### src/rtl/sll32_pkg.sv
// sll32_pkg
// Shared definitions for the sequential left shifter: default widths, the
// stage-counter width and the FSM state encoding.
package sll32_pkg;

  // Operand/result width and shift-amount width defaults.
  // The shift-amount width must equal clog2 of the operand width.
  localparam int WIDTH_DEF   = 32;
  localparam int SHAMT_W_DEF = 5;

  // Stage index width. It also sets the width of the k input of
  // sll32_stage, so 3 bits cover up to 8 stages (operands up to 256 bits).
  localparam int STAGE_W = 3;

  // S_UNUSED never occurs in normal operation. If it is ever reached,
  // the FSM recovers to S_IDLE.
  typedef enum logic [1:0] {
    S_IDLE   = 2'd0,
    S_SHIFT  = 2'd1,
    S_DONE   = 2'd2,
    S_UNUSED = 2'd3
  } state_t;

endpackage

### src/rtl/sll32_stage.sv
// sll32_stage
// One conditional power-of-two left-shift stage (combinational).
// Ports:
//   d  in  WIDTH  value to shift
//   en in  1      apply the shift when high, pass d through otherwise
//   k  in  3      stage index; the shift distance is 1<<k
//   q  out WIDTH  d<<(1<<k) when en, else d; vacated LSBs are zero
module sll32_stage
  import sll32_pkg::*;
#(
  parameter int WIDTH = WIDTH_DEF
) (
  input  logic [WIDTH-1:0]   d,
  input  logic               en,
  input  logic [STAGE_W-1:0] k,
  output logic [WIDTH-1:0]   q
);

  // The distance can reach 1<<7 = 128. A distance of WIDTH or more
  // shifts everything out, which gives the zero-fill result we want.
  logic [7:0] w_dist;

  assign w_dist = 8'd1 << k;
  assign q      = en ? (d << w_dist) : d;

endmodule

### src/rtl/sll32_seq.sv
// sll32_seq
// Sequential logical left shifter. It applies one power-of-two stage per
// clock and always takes five stage cycles. Results are zero-filled and
// truncated to WIDTH.
// Ports:
//   clk        in  1        rising-edge clock
//   rst_n      in  1        asynchronous active-low reset
//   in_valid   in  1        A/B valid
//   in_ready   out 1        high only in IDLE
//   A          in  WIDTH    operand
//   B          in  SHAMT_W  shift amount
//   out_valid  out 1        res holds the final result (DONE)
//   out_ready  in  1        consumer accepts res
//   res        out WIDTH    working/result register
//   busy       out 1        high in SHIFT or DONE
module sll32_seq
  import sll32_pkg::*;
#(
  parameter int WIDTH   = WIDTH_DEF,
  parameter int SHAMT_W = SHAMT_W_DEF
) (
  input  logic               clk,
  input  logic               rst_n,
  input  logic               in_valid,
  output logic               in_ready,
  input  logic [WIDTH-1:0]   A,
  input  logic [SHAMT_W-1:0] B,
  output logic               out_valid,
  input  logic               out_ready,
  output logic [WIDTH-1:0]   res,
  output logic               busy
);

  localparam logic [STAGE_W-1:0] LAST_STAGE = STAGE_W'(SHAMT_W - 1);

  state_t               r_state;
  state_t               w_state_next;
  logic [WIDTH-1:0]     r_res;
  logic [SHAMT_W-1:0]   r_amt;
  logic [STAGE_W-1:0]   r_stage;
  logic                 w_stage_en;
  logic [WIDTH-1:0]     w_stage_q;
  logic                 w_accept;

  // All handshake outputs are decoded from the state register only.
  // This keeps out_ready away from in_ready combinationally.
  assign in_ready  = (r_state == S_IDLE);
  assign out_valid = (r_state == S_DONE);
  assign busy      = (r_state != S_IDLE);
  assign res       = r_res;

  assign w_accept  = in_valid && (r_state == S_IDLE);

  // Select bit amt[stage] with a one-hot mask. r_stage runs past the last
  // stage after SHIFT ends, and the mask then yields 0 instead of an
  // out-of-range index.
  assign w_stage_en = |(r_amt & (SHAMT_W'(1) << r_stage));

  sll32_stage #(
    .WIDTH(WIDTH)
  ) u_stage (
    .d (r_res),
    .en(w_stage_en),
    .k (r_stage),
    .q (w_stage_q)
  );

  always_ff @(posedge clk or negedge rst_n) begin
    if (!rst_n) begin
      r_state <= S_IDLE;
    end else begin
      r_state <= w_state_next;
    end
  end

  always_comb begin
    w_state_next = r_state;
    case (r_state)
      S_IDLE:  if (in_valid) w_state_next = S_SHIFT;
      S_SHIFT: if (r_stage == LAST_STAGE) w_state_next = S_DONE;
      S_DONE:  if (out_ready) w_state_next = S_IDLE;
      default: w_state_next = S_IDLE;
    endcase
  end

  always_ff @(posedge clk or negedge rst_n) begin
    if (!rst_n) begin
      r_res   <= '0;
      r_amt   <= '0;
      r_stage <= '0;
    end else begin
      if (w_accept) begin
        r_res   <= A;
        r_amt   <= B;
        r_stage <= '0;
      end else if (r_state == S_SHIFT) begin
        r_res   <= w_stage_q;
        r_stage <= r_stage + 1'b1;
      end
    end
  end

endmodule
### config.mk
export PLATFORM = sky130hd
export DESIGN_NAME = sll32_seq
export DESIGN_NICKNAME = d
export VERILOG_FILES = /design/src/rtl/sll32_pkg.sv /design/src/rtl/sll32_stage.sv /design/src/rtl/sll32_seq.sv
export SDC_FILE = /design/constraint.sdc
export NUM_CORES = 1
export LEC_CHECK = 0
export CORE_MARGIN = 4
export CORE_UTILIZATION = 30
export CTS_BUF_LIST = sky130_fd_sc_hd__clkbuf_16
export DETAILED_ROUTE_END_ITERATION = 7
export GPL_TIMING_DRIVEN = 1
export PLACE_DENSITY = 0.53
export REMOVE_ABC_BUFFERS = 1
export SYNTH_ARGS = -nofsm -noshare
export SYNTH_HDL_FRONTEND = slang
export SYNTH_HIERARCHICAL = 1
export SYNTH_SLANG_ARGS = --single-unit
### constraint.sdc
create_clock -name clk -period 3.6 [get_ports clk]
set_clock_uncertainty 0.15 [all_clocks]
set_input_delay 0.72 -clock clk [delete_from_list [all_inputs] [get_ports clk]]
set_output_delay 0.72 -clock clk [all_outputs]
set_load 0.02 [all_outputs]
Word-level counts from Yosys, hierarchy flattened

Index checks and enable logic that the tools add are counted.

Output and inout bits: 35
Register bits: 42

Equality and inequality tests: 6
Bitwise gates (word level): 1
Reduce and logical (&&, ||, !) cells: 8
Shift operators: 3
$add $sub $neg: 1
Mux-type cells: 9

Operators with widths:

| cell                  | count |
|---|---|
| $mux W32              | 3 |
| $shl A32 B8 Y32       | 1 |
| $shl A1 B3 Y8 const A | 1 |
| $mux W2               | 3 |
| $mux W3               | 2 |
| $pmux W2 S3           | 1 |
| $reduce_bool A2 Y1    | 3 |
| $and A5 B5 Y5         | 1 |
| $reduce_or A5 Y1      | 1 |
| $shl A1 B3 Y5 const A | 1 |
| $ne A2 B2 Y1 const B  | 2 |
| $add A3 B1 Y3 const B | 1 |
| $eq A3 B3 Y1 const B  | 1 |
| $reduce_and A3 Y1     | 1 |
| $eq A2 B1 Y1 const B  | 1 |
| $eq A2 B2 Y1 const B  | 1 |
| $logic_not A2 Y1      | 1 |
| $ne A2 B1 Y1 const B  | 1 |
| $reduce_and A2 Y1     | 1 |
| $logic_and A1 B1 Y1   | 1 |

Depth between registers and ports, before layout

Depth after elaboration: 6
Depth in mapped cells: 11
Depth with buffers taken out: 10

By module

Netlist, hierarchy kept.

By module, submodules not included:

| module      | area each (um^2) | cells an instance | times used |
|---|---|---|---|
| sll32_seq   | 2,001.9          | 152               | 1 |
| sll32_stage | 1,490.2          | 214               | 1 |

Least setup slack after synthesis

Ideal clock, no wire load.

Kind: flip-flop to flip-flop
Start point: register r_stage[0]
End point: register r_res[4] (netlist: res[4])
Path slack: 1,108 ps
Library setup time: 126 ps
Data arrival time: 2,216 ps
Data required time: 3,324 ps
Cell stages (with the launch flop): 11
Cells stage by stage: dfrtp_1 > inv_1 > ha_1 > a222oi_1 > o21ai_0 > buf_2 > inv_1 > buf_1 > o31ai_1 > and3b_1 > a221o_1

Cells in the longest elaborated chain, start to end: 5
Elaborated cells between the ends (all ways): 10
Those cells by class: shift: 3; mux: 3; bitwise: 1; reduce/logical: 3

RTL lines:

| what                         | RTL line        | source |
|---|---|---|
| start: declaration           | sll32_seq.sv:40 | `logic [STAGE_W-1:0] r_stage;` |
| start signal: assignment     | sll32_seq.sv:98 | `r_stage <= r_stage + 1'b1;` |
| $shl A1 B3 Y5                | sll32_seq.sv:57 | `assign w_stage_en = \|(r_amt & (SHAMT_W'(1) << r_stage));` |
| $and A5 B5 Y5                | sll32_seq.sv:57 |  |
| $reduce_or A5 Y1             | sll32_seq.sv:57 |  |
| named net w_stage_en         | sll32_seq.sv:41 | `logic w_stage_en;` |
| $reduce_bool A2 Y1 (no line) | -               |  |
| $reduce_and A2 Y1 (no line)  | -               |  |
| end signal: assignment       | sll32_seq.sv:97 | `r_res <= w_stage_q;` |
| end: declaration             | sll32_seq.sv:38 | `logic [WIDTH-1:0] r_res;` |

The timed path passes the listed nets, and every way through them passes these cells. The select of a mux whose other input is x is not followed.
A chain may end at the register's enable or synchronous reset.

Worst setup path in the final report

Start point: register r_state[1]
End point: output port out_valid

Cells in the longest elaborated chain, start to end: 1

RTL lines:

| what                     | RTL line        | source |
|---|---|---|
| start: declaration       | sll32_seq.sv:36 | `state_t r_state;` |
| start signal: assignment | sll32_seq.sv:72 | `r_state <= w_state_next;` |
| $eq A2 B2 Y1             | sll32_seq.sv:48 | `assign out_valid = (r_state == S_DONE);` |
| end: declaration         | sll32_seq.sv:28 | `output logic out_valid,` |

Every way passes these cells.

==> out/metrics.yaml <==
status: "finished clean"
reg2reg_setup_slack_ns: 0.96
finalPower_uw: 4790
finalCriticalPeriod_ns: 2.73
htreeDepth: 2
hold_path_class: "reg -> reg"
rsz0062_at_grt: "no"
die_w_um: 116
reg2reg_to: "res[31]"
ir_worst_vdd_mv: 0.593
nFillCells: 1196
ys_warn_count: 6
initial_core_util_pct: 30.6
tritoncts: "yes"
clock_path_buffers: 2
grt_max_degree: 67
cap_violations: 0
syn_to_final_growth_pct: 26.7
cts_buffers: 5
drt-total-wl_um: 11300
placed_area_um2: 4280
clk_pin_slew_ns: 0.06
power_density_nw_per_um2: 1080
final_common_cell: "clkdlybuf4s50_1"
hold_viol: 0
io_buffers: 75
firstDrtPassIters: 4
hold_ws_ns: 0.378
grt.total_usage_pct: 17.1
drtAntennaViolNets: 0
cts_resized: 0
die_area_um2: 13400
grt_pass1_wl_um: 18300
syn-cell-area_um2: 3490
nNetsFinal: 465
max_slew.worst_pin.slew_ns: 0.984
cts_root_buf: "clkbuf_16"
routedWlPerCell_um: 20.1
antenna_found_initial: 0
layout_common_cells: "clkdlybuf4s50_1, dfrtp_1, and3b_1"
hold_buffers: 0
diodes: 0
cp_cell_sequence: "nor2b_1 -> clkdlybuf4s50_1"
num_io_pins: 76
cts_setup_buffers: 0
cp_max_fo: 19
fin_area_um2: 4430
ys_ff_latch: 42
max_stage_delay_ns: 0.69
startpoint: "r_state[1]"
max_freq_ghz: 0.367
path_class: "reg -> out"
drc: 0
synth_cells: 366
p_leak_uw: 0.00182
via_per_inst: 5.74
place_hpwl_um: 7630
clkSinkCount: 42
end_kind: "primary output"
max-slew-margin-rel_pct: 34.4
r2r_cells: 9
drt_iter0_markers: 225
cp_data_required_time_ns: 2.73
critPathArrivalTime_ns: 1.86
min_to: "r_amt[1]"
final_core_util_pct: 38.8
start_kind: "register"
synth-seq-area-share_pct: 30.1
hp-start: "r_amt[1]"
worst_path_max_delay_cell: "dfrtp_1"
coreArea_um2: 11400
period_share_pct: 75.7
finalSetupViolCount: 0
grt_pass1_vias: 3302
gp_congestion: 0.849
ys.flop_type: "dfrtp_1"
rr_startpoint: "r_stage[0]"
yosysUniqueCellTypes: 49
holdPathStages: 1
drv_slew: 0
synth_edf_count: 0
synth_area_per_cell_um2: 9.54
die_h_um: 116
vias: 3233
drive_gt1_share_pct: 11.2
rows: 39
clk_latency_ns: 0.29
gr-total-overflow: 0
ys_async_sr_fraction_pct: 100
cells by family after synthesis:
logic type               share of synthesized area, %
AO/OA/AOI/OAI                                    29.1
AND/OR/NAND/NOR                                  18.3
buffers and inverters                            8.10
flip-flops                                       30.1
multiplexers                                     12.6
adder cells (fa/ha/maj)                          1.79
critical path, delay by kind of cell (launching register included):
family	cells	cell delay [ns]
buffers and inverters	1	0.63
flip-flops	1	0.69
AND/OR/NAND/NOR	1	0.25
cell usage after synthesis (all sizes together) (8+ instances only):
library cell	count	area share, %
a221o	32	9.2
mux4	10	6.4
o21ai	20	2.9
a211oi	10	2.1
inv	19	2.0
buf	30	5.2
mux2	11	3.5
dfrtp	42	30
nor2b	10	1.8
clkbuf	8	0.86
nand2	16	1.7
a21oi	15	2.1
mux2i	9	2.6
nand2b	10	1.8
and3b	34	8.5
nor2	15	1.6
state kept, by name, summed over array words and instances (netlist names):
signal and count:
res 32, r_stage 3, r_state 2, r_amt 5
power breakdown:
| part | leakage, uW | internal (uW) | switching (uW) |
|---|---|---|---|
| logic | 0.00122 | 1580 | 1660 |
| registers | 0.000524 | 702 | 404 |
| clock network | 0.0000672 | 254 | 194 |
through the flow:
step	worst slack [ns]	instances	setup TNS [ns]
after floorplan	-2.55	328	-60.99
after global placement	0.990	555	0
after detailed placement	0.976	555	0
after CTS	0.826	563	0
after global routing	0.754	563	0
final	0.873	563	0
worst max path at each step:
stage	endpoint	slack [ns]	cells after the start
3_5_place_dp	res[30]	0.98	6
5_1_grt	res[23]	0.75	7
3_3_place_gp	res[30]	0.99	6
4_1_cts	out_valid	0.83	2
2_1_floorplan	res[24]	-2.55	8
6_report	out_valid	0.87	2
layout make-up:
| type | count | area (um^2) | share of cell area, % |
|---|---|---|---|
| clock buffer | 5 | 125 | 2.83 |
| clock inverter | 3 | 16.3 | 0.368 |
| inverter | 19 | 71.3 | 1.61 |
| multi-input combinational | 267 | 2170 | 49.0 |
| sequential | 42 | 1050 | 23.8 |
| tap | 143 | 179 | 4.04 |
| timing repair buffer | 84 | 813 | 18.4 |
layer usage:
layer  track usage [%]  wire length [um]  vias up
li1                  -                 -     1533
met1              23.7              5240     1607
met2              27.9              5460       91
met3              3.24               605        2
met4              3.63                29        0
met5                 0                 0        -
(Power assumes the default switching activity.)
